## src/rtl/hex_disp_pkg.sv

```systemverilog
// Shared definitions for the HEX display controller.
//   db_state_t : key debouncer FSM states
//   SRC_*      : conventional source indices on iSRC_DATA
//   DIGIT_W    : bits per displayed digit
package hex_disp_pkg;

    localparam int unsigned DIGIT_W   = 4;

    localparam int unsigned SRC_PC    = 0;
    localparam int unsigned SRC_INSTR = 1;
    localparam int unsigned SRC_ALU   = 2;
    localparam int unsigned SRC_WB    = 3;

    typedef enum logic [1:0] {
        DB_IDLE,
        DB_PRESS_WAIT,
        DB_PRESSED,
        DB_RELEASE_WAIT
    } db_state_t;

endpackage

```

## src/rtl/key_debounce.sv

```systemverilog
// Debouncer for one active-low board push-button.
// A 2-FF synchroniser feeds a four-state FSM that accepts a new key level only
// after DEBOUNCE_CYCLES consecutive stable samples, and emits a single-cycle
// pulse when a press is accepted.
// Ports:
//   clk_i    clock
//   rst_i    asynchronous active-high reset (FSM -> DB_IDLE, accepted level = 1)
//   key_n_i  raw key, active-low, asynchronous to clk_i
//   press_o  one-cycle pulse per accepted press
module key_debounce
    import hex_disp_pkg::*;
#(
    parameter int unsigned DEBOUNCE_CYCLES = 500000
) (
    input  logic clk_i,
    input  logic rst_i,
    input  logic key_n_i,
    output logic press_o
);

    localparam int unsigned     CNT_W    = (DEBOUNCE_CYCLES > 1) ? $clog2(DEBOUNCE_CYCLES) : 1;
    localparam logic [CNT_W-1:0] CNT_LAST = CNT_W'(DEBOUNCE_CYCLES - 1);

    logic [1:0]       sync_q;
    logic             sample;
    db_state_t        state_q, state_d;
    logic [CNT_W-1:0] cnt_q, cnt_d;

    // Reset to 1 so an idle (released) key looks stable from the first cycle.
    always_ff @(posedge clk_i or posedge rst_i) begin
        if (rst_i) begin
            sync_q <= 2'b11;
        end else begin
            sync_q <= {sync_q[0], key_n_i};
        end
    end

    assign sample = sync_q[1];

    always_ff @(posedge clk_i or posedge rst_i) begin
        if (rst_i) begin
            state_q <= DB_IDLE;
            cnt_q   <= '0;
        end else begin
            state_q <= state_d;
            cnt_q   <= cnt_d;
        end
    end

    always_comb begin
        state_d = state_q;
        cnt_d   = cnt_q;
        press_o = 1'b0;
        case (state_q)
            DB_IDLE: begin
                if (!sample) begin
                    state_d = DB_PRESS_WAIT;
                    cnt_d   = '0;
                end
            end
            DB_PRESS_WAIT: begin
                if (sample) begin
                    state_d = DB_IDLE;
                end else if (cnt_q == CNT_LAST) begin
                    state_d = DB_PRESSED;
                    press_o = 1'b1;
                end else begin
                    cnt_d = cnt_q + 1'b1;
                end
            end
            DB_PRESSED: begin
                if (sample) begin
                    state_d = DB_RELEASE_WAIT;
                    cnt_d   = '0;
                end
            end
            DB_RELEASE_WAIT: begin
                if (!sample) begin
                    state_d = DB_PRESSED;
                end else if (cnt_q == CNT_LAST) begin
                    state_d = DB_IDLE;
                end else begin
                    cnt_d = cnt_q + 1'b1;
                end
            end
            default: state_d = DB_IDLE;
        endcase
    end

endmodule

```

## src/rtl/hex_display_ctrl.sv

```systemverilog
// Feeder for the per-digit hex7seg decoders on the board HEX displays.
// Selects one of NUM_SRC 32-bit debug words, registers its low N_DIGITS nibbles
// on a capture strobe (unless frozen) and steps the selection on a debounced key.
// Build option: define LZ_BLANK_EN for leading-zero blanking; otherwise oBLANK = 0.
// Ports:
//   iCLK       clock
//   iRST       asynchronous active-high reset (released synchronously inside)
//   iSRC_DATA  flattened sources, source k = bits [32k+31:32k]
//   iCAPTURE   sample strobe from the pipeline
//   iFREEZE    1 = ignore iCAPTURE
//   iKEY_NEXT  raw active-low key, selects the next source
//   oDIGIT     nibble per digit, digit 0 = bits [3:0]
//   oBLANK     1 = downstream drives that display all-off
//   oSRC_SEL   selected source index
//   oUPDATED   one-cycle pulse when oDIGIT/oBLANK were reloaded
module hex_display_ctrl
    import hex_disp_pkg::*;
#(
    parameter int unsigned N_DIGITS        = 8,
    parameter int unsigned NUM_SRC         = 4,
    parameter int unsigned DEBOUNCE_CYCLES = 500000
) (
    input  logic                       iCLK,
    input  logic                       iRST,
    input  logic [NUM_SRC*32-1:0]      iSRC_DATA,
    input  logic                       iCAPTURE,
    input  logic                       iFREEZE,
    input  logic                       iKEY_NEXT,
    output logic [N_DIGITS*DIGIT_W-1:0] oDIGIT,
    output logic [N_DIGITS-1:0]        oBLANK,
    output logic [$clog2(NUM_SRC)-1:0] oSRC_SEL,
    output logic                       oUPDATED
);

    localparam int unsigned      SEL_W   = $clog2(NUM_SRC);
    localparam int unsigned      DISP_W  = N_DIGITS * DIGIT_W;
    localparam logic [SEL_W-1:0] SEL_MAX = SEL_W'(NUM_SRC - 1);

    logic [1:0]        rst_sync_q;
    logic              rst;
    logic              press;
    logic [SEL_W-1:0]  sel_q;
    logic              load_pend_q;
    logic              load;
    logic [DISP_W-1:0] src_low;
    logic [DISP_W-1:0] digit_q;
    logic              upd_q;

    // Assert immediately, release two clocks after iRST drops.
    always_ff @(posedge iCLK or posedge iRST) begin
        if (iRST) begin
            rst_sync_q <= 2'b11;
        end else begin
            rst_sync_q <= {rst_sync_q[0], 1'b0};
        end
    end

    assign rst = rst_sync_q[1];

    key_debounce #(
        .DEBOUNCE_CYCLES(DEBOUNCE_CYCLES)
    ) u_key_debounce (
        .clk_i  (iCLK),
        .rst_i  (rst),
        .key_n_i(iKEY_NEXT),
        .press_o(press)
    );

    // A press defers its load by one cycle so it reads the newly selected
    // source; a capture in the press cycle is absorbed into that single load.
    assign load = load_pend_q | (iCAPTURE & ~iFREEZE & ~press);

    always_comb begin
        src_low = iSRC_DATA[int'(sel_q) * 32 +: DISP_W];
    end

    always_ff @(posedge iCLK or posedge rst) begin
        if (rst) begin
            sel_q       <= '0;
            load_pend_q <= 1'b0;
            digit_q     <= '0;
            upd_q       <= 1'b0;
        end else begin
            load_pend_q <= press;
            upd_q       <= load;
            if (press) begin
                sel_q <= (sel_q == SEL_MAX) ? '0 : sel_q + 1'b1;
            end
            if (load) begin
                digit_q <= src_low;
            end
        end
    end

`ifdef LZ_BLANK_EN
    localparam logic [N_DIGITS-1:0] BLANK_RST = ~N_DIGITS'(1);

    logic [N_DIGITS-1:0] blank_d;
    logic [N_DIGITS-1:0] blank_q;
    logic                all_zero;

    // Walk down from the top digit; a digit blanks while everything above it
    // (inclusive) is zero. Digit 0 always shows.
    always_comb begin
        blank_d  = '0;
        all_zero = 1'b1;
        for (int i = N_DIGITS - 1; i > 0; i--) begin
            all_zero   = all_zero & (src_low[i*DIGIT_W +: DIGIT_W] == '0);
            blank_d[i] = all_zero;
        end
    end

    always_ff @(posedge iCLK or posedge rst) begin
        if (rst) begin
            blank_q <= BLANK_RST;
        end else if (load) begin
            blank_q <= blank_d;
        end
    end

    assign oBLANK = blank_q;
`else
    assign oBLANK = '0;
`endif

    assign oDIGIT   = digit_q;
    assign oSRC_SEL = sel_q;
    assign oUPDATED = upd_q;

endmodule

```

## config.mk

```make
export PLATFORM = sky130hd
export DESIGN_NAME = hex_display_ctrl
export DESIGN_NICKNAME = d
export VERILOG_FILES = /design/src/rtl/hex_disp_pkg.sv /design/src/rtl/key_debounce.sv /design/src/rtl/hex_display_ctrl.sv
export SDC_FILE = /design/constraint.sdc
export NUM_CORES = 1
export LEC_CHECK = 0
export CAP_MARGIN = 20
export CELL_PAD_IN_SITES_DETAIL_PLACEMENT = 1
export CELL_PAD_IN_SITES_GLOBAL_PLACEMENT = 2
export CORE_AREA = 2 2 116 118
export CTS_BUF_LIST = sky130_fd_sc_hd__clkbuf_8
export CTS_CLUSTER_DIAMETER = 80
export DETAILED_ROUTE_END_ITERATION = 12
export DIE_AREA = 0 0 118 120
export PLACE_DENSITY_LB_ADDON = 0.1
export SLEW_MARGIN = 20
export SYNTH_ARGS = -nofsm -noshare
export SYNTH_HDL_FRONTEND = slang
export SYNTH_SLANG_ARGS = --single-unit
export TNS_END_PERCENT = 5
```

## constraint.sdc

```tcl
create_clock -name iCLK -period 2.7 [get_ports iCLK]
set_input_delay 0.27 -clock iCLK [delete_from_list [all_inputs] [get_ports iCLK]]
set_output_delay 0.27 -clock iCLK [all_outputs]
set_load 0.01 [all_outputs]
```

# [Word level (Yosys, flattened, before mapping)]
# Index checks and enable logic that the tools add are counted.
[op_classes] add_sub_neg=2 eq_ne=11 n_shift=1 n_mux=17 bitwise_logic=5 n_reduce_logical=3
[op_table] cell="$shiftx 128x8->32" n=1
[op_table] cell="$mux 19" n=5
[op_table] cell="$pmux 19 s4" n=1
[op_table] cell="$add 19x1->19 const B" n=1
[op_table] cell="$eq 19x19->1 const B" n=1
[op_table] cell="$mux 2" n=7
[op_table] cell="$pmux 2 s4" n=1
[op_table] cell="$reduce_and 4->1" n=2
[op_table] cell="$eq 2x2->1 const B" n=3
[op_table] cell="$ne 2x1->1 const B" n=2
[op_table] cell="$ne 2x2->1 const B" n=2
[op_table] cell="$mux 1" n=3
[op_table] cell="$ne 3x1->1 const B" n=1
[op_table] cell="$ne 3x3->1 const B" n=1
[op_table] cell="$add 2x1->2 const B" n=1
[op_table] cell="$and 1x1->1" n=2
[op_table] cell="$eq 2x1->1 const B" n=1
[op_table] cell="$logic_not 2->1" n=1
[op_table] cell="$not 1->1" n=2
[op_table] cell="$or 1x1->1" n=1
[word_totals] reg_bits=61 input_bits=133 out_inout_bits=43

# [Logic depth before layout (Yosys ltp)]
[logic_depth] ltp_word=7 ltp_mapped=7

# [Hierarchy]
# Synthesis repeated with hierarchy kept, for this count alone.
[unflattened] hier_cells=283 area_unflattened_um2=3627.2
[modules_own_cells] mod="hex_display_ctrl" n_inst=1 cells_per_inst=131 area_per_inst_um2=2252.2 seq_area_each_um2=953.4
[modules_own_cells] mod="key_debounce" n_inst=1 cells_per_inst=152 area_per_inst_um2=1375.1 seq_area_each_um2=578.1

# [Worst setup path before layout]
# No wires, ideal clock.
[synth_path] path_kind="register to register" from="register u_key_debounce.cnt_q[10]" to="register digit_q[11], in the netlist oDIGIT[11]" setup_ns=0.125 arrival_time_ns=2.318 required_ns=2.575 slack_ns=0.258 path_stages_with_launch=7 path_buffers=1 period_less_slack_ns=2.442 path_cell_list="dfrtp_1 or4_4 nor2_1 or4b_4 a31oi_4 buf_6 mux2_2"
[synth_via] elab_chain_len=7
[synth_lines] item="start: declaration" line_no="key_debounce.sv:27" source="logic [CNT_W-1:0] cnt_q, cnt_d;"
[synth_lines] item="start signal: assignment" line_no="key_debounce.sv:46" source="cnt_q <= cnt_d;"
[synth_lines] item="$eq 19x19->1" line_no="key_debounce.sv:64" source="end else if (cnt_q == CNT_LAST) begin"
[synth_lines] item="$mux 1" line_no="key_debounce.sv:64"
[synth_lines] item="$mux 1" line_no="key_debounce.sv:62" source="if (sample) begin"
[synth_lines] item="$mux 1" line_no="key_debounce.sv:54" source="case (state_q)"
[synth_lines] item="$not 1->1" line_no="hex_display_ctrl.sv:71" source="assign load = load_pend_q | (iCAPTURE & ~iFREEZE & ~press);"
[synth_lines] item="$and 1x1->1" line_no="hex_display_ctrl.sv:71"
[synth_lines] item="$or 1x1->1" line_no="hex_display_ctrl.sv:71"
[synth_lines] item="end signal: assignment" line_no="hex_display_ctrl.sv:90" source="digit_q <= src_low;"
[synth_lines] item="end: declaration" line_no="hex_display_ctrl.sv:46" source="logic [DISP_W-1:0] digit_q;"
# No other way between the ends.
# A chain may end at the register's enable or synchronous reset.

# [Worst setup path after layout]
[layout_path] from="register u_key_debounce.cnt_q[10]" to="register digit_q[10], in the netlist oDIGIT[10]"
# Same word-level chain as after synthesis.

==> impl_metrics.py <==
metrics = {
    "setup_path": {
        "r2r_setup_slack_ps": 140,
        "path_max_fanout": 33,
        "worstSetupPathType": "reg -> reg",
        "end_kind": "flip-flop",
        "cp.arrival_ps": 2780,
        "required_ps": 2910,
        "reg2regPathDepth": 6,
        "r2r_end": "oDIGIT[10]",
        "rr_startpoint": "u_key_debounce.cnt_q[10]",
        "cp-start-kind": "flip-flop",
    },
    "clock_tree": {
        "root_buffer": "clkbuf_8",
        "clockBufferDepth": 2,
        "clk-insertion-delay-late_ps": 340,
        "cts.sinks": 61,
        "h-tree-depth": 3,
        "clkSlewWorstSetupHoldPaths_ps": 70,
        "cts-buffers-inserted": 9,
        "post_cts_buffers": 0,
        "cts_resized": 0,
        "hold_buffers": 0,
        "cts_tree": "built",
    },
    "die": {
        "die-height_microns": 120,
        "rows": 42,
        "core_sq_um": 12980,
        "die_w_microns": 118,
        "initial_utilization": 0.2650,
        "num_io_pins": 176,
        "die_area_sq_um": 14160,
    },
    "placed_design": {
        "hpwlAfterDp_microns": 8743,
        "gp_congestion": 0.7599,
        "numPortBuffers": 167,
    },
    "synth": {
        "syn_area_sq_um": 3440,
        "ys_types": 41,
        "yosysWarnings": 0,
        "postSynthCellCount": 263,
        "synth_edf_count": 0,
        "syn_avg_cell_area_sq_um": 13.08,
        "yosys.area.top_type_share": 0.4147,
        "yosysSeqAreaShare": 0.4453,
        "synth_largest_area_cell": "dfrtp_1",
        "async_flop_share": 1.000,
        "ys.flop_type": "dfrtp_1",
        "ys_seq_elements": 61,
        "ys_top_cells_by_area": "dfrtp_1, mux4_2, mux2_2",
    },
    "sta": {
        "rsz0062_at_grt": "false",
        "slew_viol_final": 0,
        "fmax_mhz": 390.0,
        "setup_viol": 0,
        "hold_viol_final": 0,
        "worstMarginPinSlew_ps": 798.5,
        "maxSlewHeadroom": 0.4657,
        "holdWs_ps": 258.7,
        "fin_crit_sh": 0.9497,
        "min_period_ps": 2564,
        "setup_tns_ps": 0,
        "finClkSkew_ps": 12.24,
    },
    "global_routing": {
        "grt_antenna_before_repair": 0,
        "grt_pass1_wl_microns": 17980,
        "overflow": 0,
        "grt.total_usage": 0.1634,
        "grt_pass1_vias": 3145,
        "grt_max_degree": 35,
    },
    "route": {
        "wl_per_cell_microns": 17.88,
        "ant_nets": 0,
        "drt_first_pass_iters": 4,
        "drc": 0,
        "vias": 2895,
        "drt_iter0_markers": 73,
        "avgViaCountPerCell": 4.684,
        "routed_wl_microns": 11050,
    },
    "layout": {
        "fill_cells": 1393,
        "synthToLayoutAreaGrowth_pct": 60.60,
        "antenna_cells": 0,
        "seqCellArea_sq_um": 1533,
        "nets": 572,
        "final_common_cell": "clkdlybuf4s50_1",
        "multi_input_area_sq_um": 1762,
        "layout-drive-gt1-share": 0.2217,
        "final_cell_mix": "clkdlybuf4s50_1, dfrtp_1, mux4_2, mux2_2, nand2_1",
    },
    "hold_path": {
        "hp-class": "in -> async",
    },
    "outcome": {
        "status": "finished clean",
    },
    "run": {
        "drv_cap": 0,
    },
    "power_and_ir_drop": {
        "worst_ir_drop_vdd_v": 0.0002728,
        "power.leakage_nw": 2.126,
        "powerDensity_nw_per_um2": 437.9,
        "finalPower_w": 0.002419,
    },
}
## layer usage
metal | global-route usage | vias to the layer above | wire length (microns)
li1 | - | 1328 | -
met3 | 0.04420 | 12 | 606
met5 | 0 | - | 0
met4 | 0.04443 | 0 | 143
met1 | 0.2017 | 1467 | 4693
met2 | 0.2820 | 88 | 5604
## how the worst max path moves through the flow
stage / start / endpoint / depth (start not counted)
4_1_cts: u_key_debounce.cnt_q[10] / oDIGIT[4] / 6
3_3_place_gp: u_key_debounce.cnt_q[10] / oDIGIT[9] / 6
2_1_floorplan: u_key_debounce.cnt_q[10] / oDIGIT[11] / 6
3_5_place_dp: u_key_debounce.cnt_q[10] / oDIGIT[20] / 6
6_report: u_key_debounce.cnt_q[10] / oDIGIT[10] / 6
5_1_grt: u_key_debounce.cnt_q[10] / oDIGIT[6] / 6
## state kept, by name, indices dropped and copies added, names as in the netlist, named ones only
name                    cells
load_pend_q                 1
oDIGIT                     32
oSRC_SEL                    2
oUPDATED                    1
rst_sync_q                  2
u_key_debounce.cnt_q       19
u_key_debounce.state_q      1
u_key_debounce.sync_q       2
## worst max-delay path, stage by stage (launching register included)
cell and delay [ps]:
dfrtp_1 430, or4_4 560, nor2_1 110, or4b_4 510, a31oi_4 230, buf_12 230
mux2_1 360
## synthesized netlist by cell type (4+ instances only)
master / n
dfrtp_1: 57
xor2_1: 4
nor2_1: 14
inv_1: 10
mux2_2: 31
mux4_2: 32
nor4_1: 4
nand3_1: 9
clkbuf_1: 9
nand4_1: 6
a21oi_1: 4
nand2_1: 16
buf_4: 8
dfstp_2: 4
nor3_1: 5
xnor2_1: 5
o21ai_0: 6
## report_power, final
part | leakage (nW) | internal, W | total (W) | switching, W
sequential | 0.760 | 0.000997 | 0.00104 | 0.0000436
combinational | 1.26 | 0.000390 | 0.000578 | 0.000188
clock | 0.105 | 0.000442 | 0.000801 | 0.000359
total | 2.13 | 0.00183 | 0.00242 | 0.000591
## through the flow
stage                     std cells  setup slack [ps]  area [sq um]    util
final                           618             135.8          5524  0.4256
after global routing            618             52.40          5524  0.4256
after CTS                       618             114.3          5524  0.4256
after detailed placement        602             124.3          5331  0.4107
after global placement          602             197.1          5331  0.4107
after floorplan                 271             257.6          3470       -
## final cells by class
type                       instances  share of cell area
timing repair buffer             178              0.3221
clock inverter                     6            0.009966
inverter                          10            0.006795
clock buffer                      10             0.02492
multi-input combinational        177              0.3189
sequential                        61              0.2775
tap                              176             0.03986
## cells by family (layout without fill, tap and decap cells)
family / Yosys count / after routing / share of synthesized area
simple gates: 67 / 67 / 0.1019
mux: 65 / 65 / 0.3172
other cells: 1 / 9 / 0.001090
flops: 61 / 61 / 0.4453
buf+inv: 33 / 204 / 0.05129
xor+xnor: 9 / 9 / 0.02292
compound gates: 25 / 25 / 0.05311
fa+ha+maj: 2 / 2 / 0.007274
(Power assumes the default switching activity.)
